==> src/rtl/adpcm_rom_cache_pkg.sv <==
// Shared definitions for the ADPCM sample-ROM line cache: controller states and ROM region defaults.
package adpcm_rom_cache_pkg;

   typedef enum logic [1:0] {
      IDLE,
      REQ,
      FILL
   } state_t;

   localparam int          ADPCM_ROM_ADDR_WIDTH = 18;
   localparam logic [24:0] ADPCM_ROM_BASE       = 25'h0;

endpackage

==> src/rtl/adpcm_rom_cache_if.sv <==
// Sample-ROM side (OKIM6295 io_rom_*) and SDRAM burst side (io_mem_*) of the cache.
// slave is the cache's view; master is the view of whatever surrounds it.
interface adpcm_rom_cache_if #(
   parameter int ROM_ADDR_WIDTH = 18,
   parameter int MEM_ADDR_WIDTH = 25,
   parameter int MEM_DATA_WIDTH = 16
);
   logic [ROM_ADDR_WIDTH-1:0] rom_addr;
   logic [7:0]                rom_dout;
   logic                      rom_valid;
   logic                      mem_rd;
   logic [MEM_ADDR_WIDTH-1:0] mem_addr;
   logic                      mem_waitReq;
   logic                      mem_valid;
   logic [MEM_DATA_WIDTH-1:0] mem_dout;

   modport slave (
      input  rom_addr,
      output rom_dout, rom_valid,
      output mem_rd, mem_addr,
      input  mem_waitReq, mem_valid, mem_dout
   );

   modport master (
      output rom_addr,
      input  rom_dout, rom_valid,
      input  mem_rd, mem_addr,
      output mem_waitReq, mem_valid, mem_dout
   );
endinterface

==> src/rtl/adpcm_rom_cache.sv <==
// One-line cache serving the byte-wide ADPCM ROM port from burst SDRAM.
// Hits answer one cycle after the address; a miss refills the whole aligned line in one burst.
module adpcm_rom_cache
   import adpcm_rom_cache_pkg::*;
#(
   parameter int                  ROM_ADDR_WIDTH = ADPCM_ROM_ADDR_WIDTH,
   parameter int                  MEM_ADDR_WIDTH = 25,
   parameter int                  MEM_DATA_WIDTH = 16,
   parameter int                  BURST_LENGTH   = 4,
   parameter logic [MEM_ADDR_WIDTH-1:0] BASE_ADDR = MEM_ADDR_WIDTH'(ADPCM_ROM_BASE)
) (
   input  logic              clock,
   input  logic              reset,
   adpcm_rom_cache_if.slave  io
);

   localparam int BPW        = MEM_DATA_WIDTH / 8;
   localparam int LINE_BYTES = BURST_LENGTH * BPW;
   localparam int OFF_W      = $clog2(LINE_BYTES);
   localparam int TAG_W      = ROM_ADDR_WIDTH - OFF_W;
   localparam int CNT_W      = (BURST_LENGTH > 1) ? $clog2(BURST_LENGTH) : 1;

   state_t                    state_q, state_d;
   logic [ROM_ADDR_WIDTH-1:0] addr_q, addr_d;
   logic [TAG_W-1:0]          tag_q, tag_d, fetchTag_q, fetchTag_d;
   logic                      lineValid_q, lineValid_d;
   logic                      valid_q, valid_d;
   logic [7:0]                dout_q, dout_d;
   logic                      memRd_q, memRd_d;
   logic [MEM_ADDR_WIDTH-1:0] memAddr_q, memAddr_d;
   logic [CNT_W-1:0]          cnt_q, cnt_d;
   logic [MEM_DATA_WIDTH-1:0] line_q [BURST_LENGTH];
   logic [MEM_DATA_WIDTH-1:0] line_d [BURST_LENGTH];

   logic [LINE_BYTES*8-1:0]   lineFlat;
   logic [TAG_W-1:0]          reqTag;
   logic [OFF_W-1:0]          reqOff;
   logic                      hit;

   assign reqTag = io.rom_addr[ROM_ADDR_WIDTH-1:OFF_W];
   assign reqOff = io.rom_addr[OFF_W-1:0];
   assign hit    = lineValid_q && (tag_q == reqTag);

   // Word 0 in the low bits gives little-endian byte numbering across the line.
   always_comb begin
      lineFlat = '0;
      for (int i = 0; i < BURST_LENGTH; i++)
         lineFlat[i*MEM_DATA_WIDTH +: MEM_DATA_WIDTH] = line_q[i];
   end

   always_comb begin
      state_d     = state_q;
      addr_d      = addr_q;
      tag_d       = tag_q;
      fetchTag_d  = fetchTag_q;
      lineValid_d = lineValid_q;
      valid_d     = valid_q;
      dout_d      = dout_q;
      memRd_d     = memRd_q;
      memAddr_d   = memAddr_q;
      cnt_d       = cnt_q;
      line_d      = line_q;
      case (state_q)
         IDLE: begin
            addr_d = io.rom_addr;
            if (hit) begin
               dout_d  = lineFlat[{reqOff, 3'b000} +: 8];
               valid_d = 1'b1;
            end else begin
               valid_d    = 1'b0;
               fetchTag_d = reqTag;
               memRd_d    = 1'b1;
               memAddr_d  = BASE_ADDR + MEM_ADDR_WIDTH'({reqTag, {OFF_W{1'b0}}});
               state_d    = REQ;
            end
         end
         REQ: begin
            if (!io.mem_waitReq) begin
               memRd_d = 1'b0;
               cnt_d   = '0;
               state_d = FILL;
            end
         end
         FILL: begin
            if (io.mem_valid) begin
               line_d[cnt_q] = io.mem_dout;
               cnt_d         = cnt_q + CNT_W'(1);
               if (cnt_q == CNT_W'(BURST_LENGTH - 1)) begin
                  tag_d       = fetchTag_q;
                  lineValid_d = 1'b1;
                  state_d     = IDLE;
               end
            end
         end
         default: state_d = IDLE;
      endcase
   end

   always_ff @(posedge clock) begin
      if (reset) begin
         state_q     <= IDLE;
         addr_q      <= '0;
         tag_q       <= '0;
         fetchTag_q  <= '0;
         lineValid_q <= 1'b0;
         valid_q     <= 1'b0;
         dout_q      <= '0;
         memRd_q     <= 1'b0;
         memAddr_q   <= '0;
         cnt_q       <= '0;
         for (int i = 0; i < BURST_LENGTH; i++) line_q[i] <= '0;
      end else begin
         state_q     <= state_d;
         addr_q      <= addr_d;
         tag_q       <= tag_d;
         fetchTag_q  <= fetchTag_d;
         lineValid_q <= lineValid_d;
         valid_q     <= valid_d;
         dout_q      <= dout_d;
         memRd_q     <= memRd_d;
         memAddr_q   <= memAddr_d;
         cnt_q       <= cnt_d;
         line_q      <= line_d;
      end
   end

   // The address compare is combinational so a changed address never sees a stale valid.
   assign io.rom_valid = valid_q && (io.rom_addr == addr_q);
   assign io.rom_dout  = dout_q;
   assign io.mem_rd    = memRd_q;
   assign io.mem_addr  = memAddr_q;

endmodule

==> src/flat_wrapper.sv <==
// flat-port wrapper written by rule: the top's interface ports become plain ports
module adpcm_rom_cache_flat import adpcm_rom_cache_pkg::*;
#(
   parameter int                  ROM_ADDR_WIDTH = ADPCM_ROM_ADDR_WIDTH,
   parameter int                  MEM_ADDR_WIDTH = 25,
   parameter int                  MEM_DATA_WIDTH = 16,
   parameter int                  BURST_LENGTH   = 4,
   parameter logic [MEM_ADDR_WIDTH-1:0] BASE_ADDR = MEM_ADDR_WIDTH'(ADPCM_ROM_BASE)
)
  (clock, reset, io_rom_addr, io_rom_dout, io_rom_valid, io_mem_rd, io_mem_addr, io_mem_waitReq, io_mem_valid, io_mem_dout);
  adpcm_rom_cache_if #(.ROM_ADDR_WIDTH(ROM_ADDR_WIDTH), .MEM_ADDR_WIDTH(MEM_ADDR_WIDTH), .MEM_DATA_WIDTH(MEM_DATA_WIDTH)) io_i ();
  input  logic clock;
  input  logic reset;
  input wire logic [$bits(io_i.rom_addr)-1:0] io_rom_addr;
  output wire logic [$bits(io_i.rom_dout)-1:0] io_rom_dout;
  output wire logic [$bits(io_i.rom_valid)-1:0] io_rom_valid;
  output wire logic [$bits(io_i.mem_rd)-1:0] io_mem_rd;
  output wire logic [$bits(io_i.mem_addr)-1:0] io_mem_addr;
  input wire logic [$bits(io_i.mem_waitReq)-1:0] io_mem_waitReq;
  input wire logic [$bits(io_i.mem_valid)-1:0] io_mem_valid;
  input wire logic [$bits(io_i.mem_dout)-1:0] io_mem_dout;
  assign io_i.rom_addr = io_rom_addr;
  assign io_rom_dout = io_i.rom_dout;
  assign io_rom_valid = io_i.rom_valid;
  assign io_mem_rd = io_i.mem_rd;
  assign io_mem_addr = io_i.mem_addr;
  assign io_i.mem_waitReq = io_mem_waitReq;
  assign io_i.mem_valid = io_mem_valid;
  assign io_i.mem_dout = io_mem_dout;
  adpcm_rom_cache #(.ROM_ADDR_WIDTH(ROM_ADDR_WIDTH), .MEM_ADDR_WIDTH(MEM_ADDR_WIDTH), .MEM_DATA_WIDTH(MEM_DATA_WIDTH), .BURST_LENGTH(BURST_LENGTH), .BASE_ADDR(BASE_ADDR)) u_core (.clock(clock), .reset(reset), .io(io_i));
endmodule
==> config.mk <==
export PLATFORM = sky130hd
export DESIGN_NAME = adpcm_rom_cache_flat
export DESIGN_NICKNAME = d
export VERILOG_FILES = /design/src/rtl/adpcm_rom_cache_pkg.sv /design/src/rtl/adpcm_rom_cache_if.sv /design/src/rtl/adpcm_rom_cache.sv /design/src/flat_wrapper.sv
export SDC_FILE = /design/constraint.sdc
export NUM_CORES = 1
export LEC_CHECK = 0
export ABC_AREA = 1
export BUFFER_PORTS_ARGS = -buffer_cell sky130_fd_sc_hd__buf_2
export CELL_PAD_IN_SITES_DETAIL_PLACEMENT = 1
export CELL_PAD_IN_SITES_GLOBAL_PLACEMENT = 1
export CORE_MARGIN = 4
export CORE_UTILIZATION = 45
export CTS_CLUSTER_DIAMETER = 50
export DETAILED_ROUTE_END_ITERATION = 8
export PLACE_DENSITY = 0.83
export SLEW_MARGIN = 10
export SYNTH_ARGS = -nofsm -noshare
export SYNTH_HDL_FRONTEND = slang
export SYNTH_SLANG_ARGS = --single-unit
export TNS_END_PERCENT = 50
==> constraint.sdc <==
create_clock -name clock -period 2.4 [get_ports clock]
set_clock_uncertainty 0.15 [all_clocks]
set_input_delay 0 -clock clock [delete_from_list [all_inputs] [get_ports clock]]
set_output_delay 0 -clock clock [all_outputs]
set_load 0.03 [all_outputs]
==> run metrics <==
root buf cell clkbuf_16; Net Sw Power between 1500 and 2000 uW; setup ws final 0.273 ns; status finished clean; Power Dens Cells between 700 and 800 mW/mm^2; biggest area consumer among synthesized cells dfxtp_1; sequential area share after synthesis 42.4%; Post-synth EDFFs 0; GPL Wtd Cong 0.918; Final nets 1004; crit end category register; setup tns final 0 ns; Filler cells 1675; Pins Over Slew Limit 0; Clock Tree Buf Depth 2; total global routing track utilization between 20% and 30%; Yosys cell types 32; grt ovf 0; CP startpoint kind register; RSZ-0062 raised after global routing false; worst path required time roughly 2.5 ns; vias per cell roughly 5.6; initial antenna violation count 2; clock-pin slew on the worst setup and hold paths ~0.06 ns; initial drt markers around 570; share of layout cells above drive strength 1 roughly 14%; Post-CTS Setup Bufs 0; pre-CTS setup slack about 0.37 ns; Synth area leaders dfxtp_1, nand2_1, nand3_1, a21oi_1, nor2_1; Final Hold Fails 0; Clock Sink Count 127; Rows between 40 and 50; first-pass GRT wire length approximately 35 mm; Cell Area, Synth between 0.005 and 0.006 sq mm; most frequent cell after synthesis nand2_1; Primary FF master, synth dfxtp_1; sequential share of power between 40% and 50%; WL/cell about 19 microns; core region area about 0.013 sq mm; VDD IR max about 0.45 mV; die area ~0.015 sq mm; kind of critical path reg -> reg; yosys warns 0; Syn Area/Cell 6.75 sq um; vias in the first global route slightly below 7000; effective utilization at floorplan between 40% and 50%; area of the multi-input gates roughly 0.0029 sq mm; top-level port count between 70 and 80; die height between 100 and 150 microns; Switching Share 27.2%; post-layout util between 50% and 60%; Final setup viols 0; Die X approximately 120 microns; Yosys reg bits 127; DP Wirelength 13.7 mm; routed vias 6463; crit path max fanout 17; Reg area roughly 0.0025 sq mm; Total Wirelength 21.7 mm; Hold Path Class in -> reg; post-route ant nets 0; Internal Power just over 4000 uW; Synth Instances slightly below 900; TritonRoute pass-1 iters 5; Synth-to-Final Area Change 21.8%; # H-tree levels 4; largest net degree at the start of global routing between 50 and 60; buffers added on ports 62; final period utilization 88.6%; synth cell count leaders nand2_1, dfxtp_1, nand3_1; Clk Latency, worst-skew pair 0.42 ns; Comb pwr share 13.2%; Synth top area share a little over two fifths; Max-slew headroom a little over half; drt drc 0; MaxCap Viol Count 0; maximum clock rate between 0.4 and 0.5 GHz; Post-synth ARST share 0%; Clock power frac a little under half; Worst-Margin Slew 0.701 ns; CTS tree built; critical path arrival 2.24 ns; Num CTS Buffers 17; P_leak 0.00312 uW; minimum clock period about 2.1 ns
state kept, by name, summed over array words and instances (netlist names):
register,flops
u_core.fetchTag_q,15
u_core.lineValid_q,1
u_core.addr_q,18
u_core.lineFlat,64
u_core.valid_q,1
u_core.io.rom_dout,8
u_core.state_q,2
u_core.io.mem_rd,1
u_core.cnt_q,2
u_core.tag_q,15
critical path, cell delays in order, from the launching register on:
cell and delay, ns:
dfxtp_1 0.33, inv_1 0.13, ha_1 0.55, nand2_1 0.51, nand2_1 0.20, a21oi_1 0.10
worst paths after layout:
path                                                       start  cells after the start                                 end  slack, ns
worst min-delay path                                       reset                      4  u_core.io.rom_dout[1]$_SDFFE_PP0P_       0.03
worst min register to register  u_core.lineFlat[35]$_SDFFE_PP0P_                      2    u_core.lineFlat[35]$_SDFFE_PP0P_       0.31
worst max-delay path                u_core.cnt_q[0]$_SDFFE_PP0P_                      5    u_core.lineFlat[44]$_SDFFE_PP0P_       0.27
worst max register to register      u_core.cnt_q[0]$_SDFFE_PP0P_                      5    u_core.lineFlat[44]$_SDFFE_PP0P_       0.27
cells by family (layout without fill, tap and decap cells):
family	Yosys count	after routing	share of synthesized area (%)
adders and majority gates	4	4	0.835
xor gates and xnor gates	5	5	0.731
and+or+nand+nor	465	465	33.0
buffers and inverters	130	209	9.57
other	1	12	0.0626
AOI/OAI and AO/OA	155	155	13.4
DFF	127	127	42.4
layer usage:
layer  GRT usage (%)  share of wire [%]  wire length (microns)  vias to the layer above
met5               0                  0                      0                        -
met4            14.7                3.6                    785                        0
met3            5.81                5.8                   1260                       73
met2            47.1                 47                  10200                      249
met1            38.5                 43                   9420                     3134
li1                -                  -                      -                     3007
cell usage in the layout (no fill, tap or decap), types with 3 or more instances in the layout:
cell	instances
nand2_1	266
dfxtp_1	127
nand3_1	96
a21oi_1	94
nor2_1	69
buf_2	62
inv_1	42
o21ai_0	42
dlygate4sd3_1	36
inv_2	20
clkbuf_16	17
nand4_1	16
buf_4	14
o21ai_1	10
conb_1	10
clkbuf_1	5
nor3_1	4
nor2_2	4
nand2_2	4
ha_1	4
clkinv_2	4
clkbuf_8	4
xor2_1	3
a22o_1	3
per-stage QoR:
step / instance area [sq um] / hold WS, ns / instances / total power, uW
2_1_floorplan: 6020 / -0.0223 / 896 / 2730
3_3_place_gp: 6350 / 0.132 / 1079 / 2930
3_5_place_dp: 6350 / 0.143 / 1079 / 2960
4_1_cts: 7290 / 0.0157 / 1147 / 5550
5_1_grt: 7300 / 0.104 / 1149 / 5750
6_report: 7300 / 0.0327 / 1149 / 5570
cell type report:
| cell class | instances | area share [%] |
|---|---|---|
| sequential | 127 | 34.8 |
| multi-input combinational | 639 | 40.0 |
| antenna | 2 | 0.0686 |
| clock inverter | 6 | 1.10 |
| clock buffer | 26 | 6.84 |
| timing repair buffer | 113 | 10.9 |
| inverter | 64 | 3.34 |
| tap | 172 | 2.95 |
power by group through the flow:
stage	clock (uW)	combinational (uW)	sequential [uW]
global placement	0	637	2290
finish	2580	736	2260
global route	2690	801	2260
detailed placement	0	661	2300
floorplan	0	396	2340
CTS	2580	715	2250
repair_timing:
action | in CTS | in global routing
setup endpoints to repair | 0 | 1
gates resized for setup | 0 | 1
endpoints found under the hold margin | 103 | 0
hold buffers | 36 | 0
(Power assumes the default switching activity.)
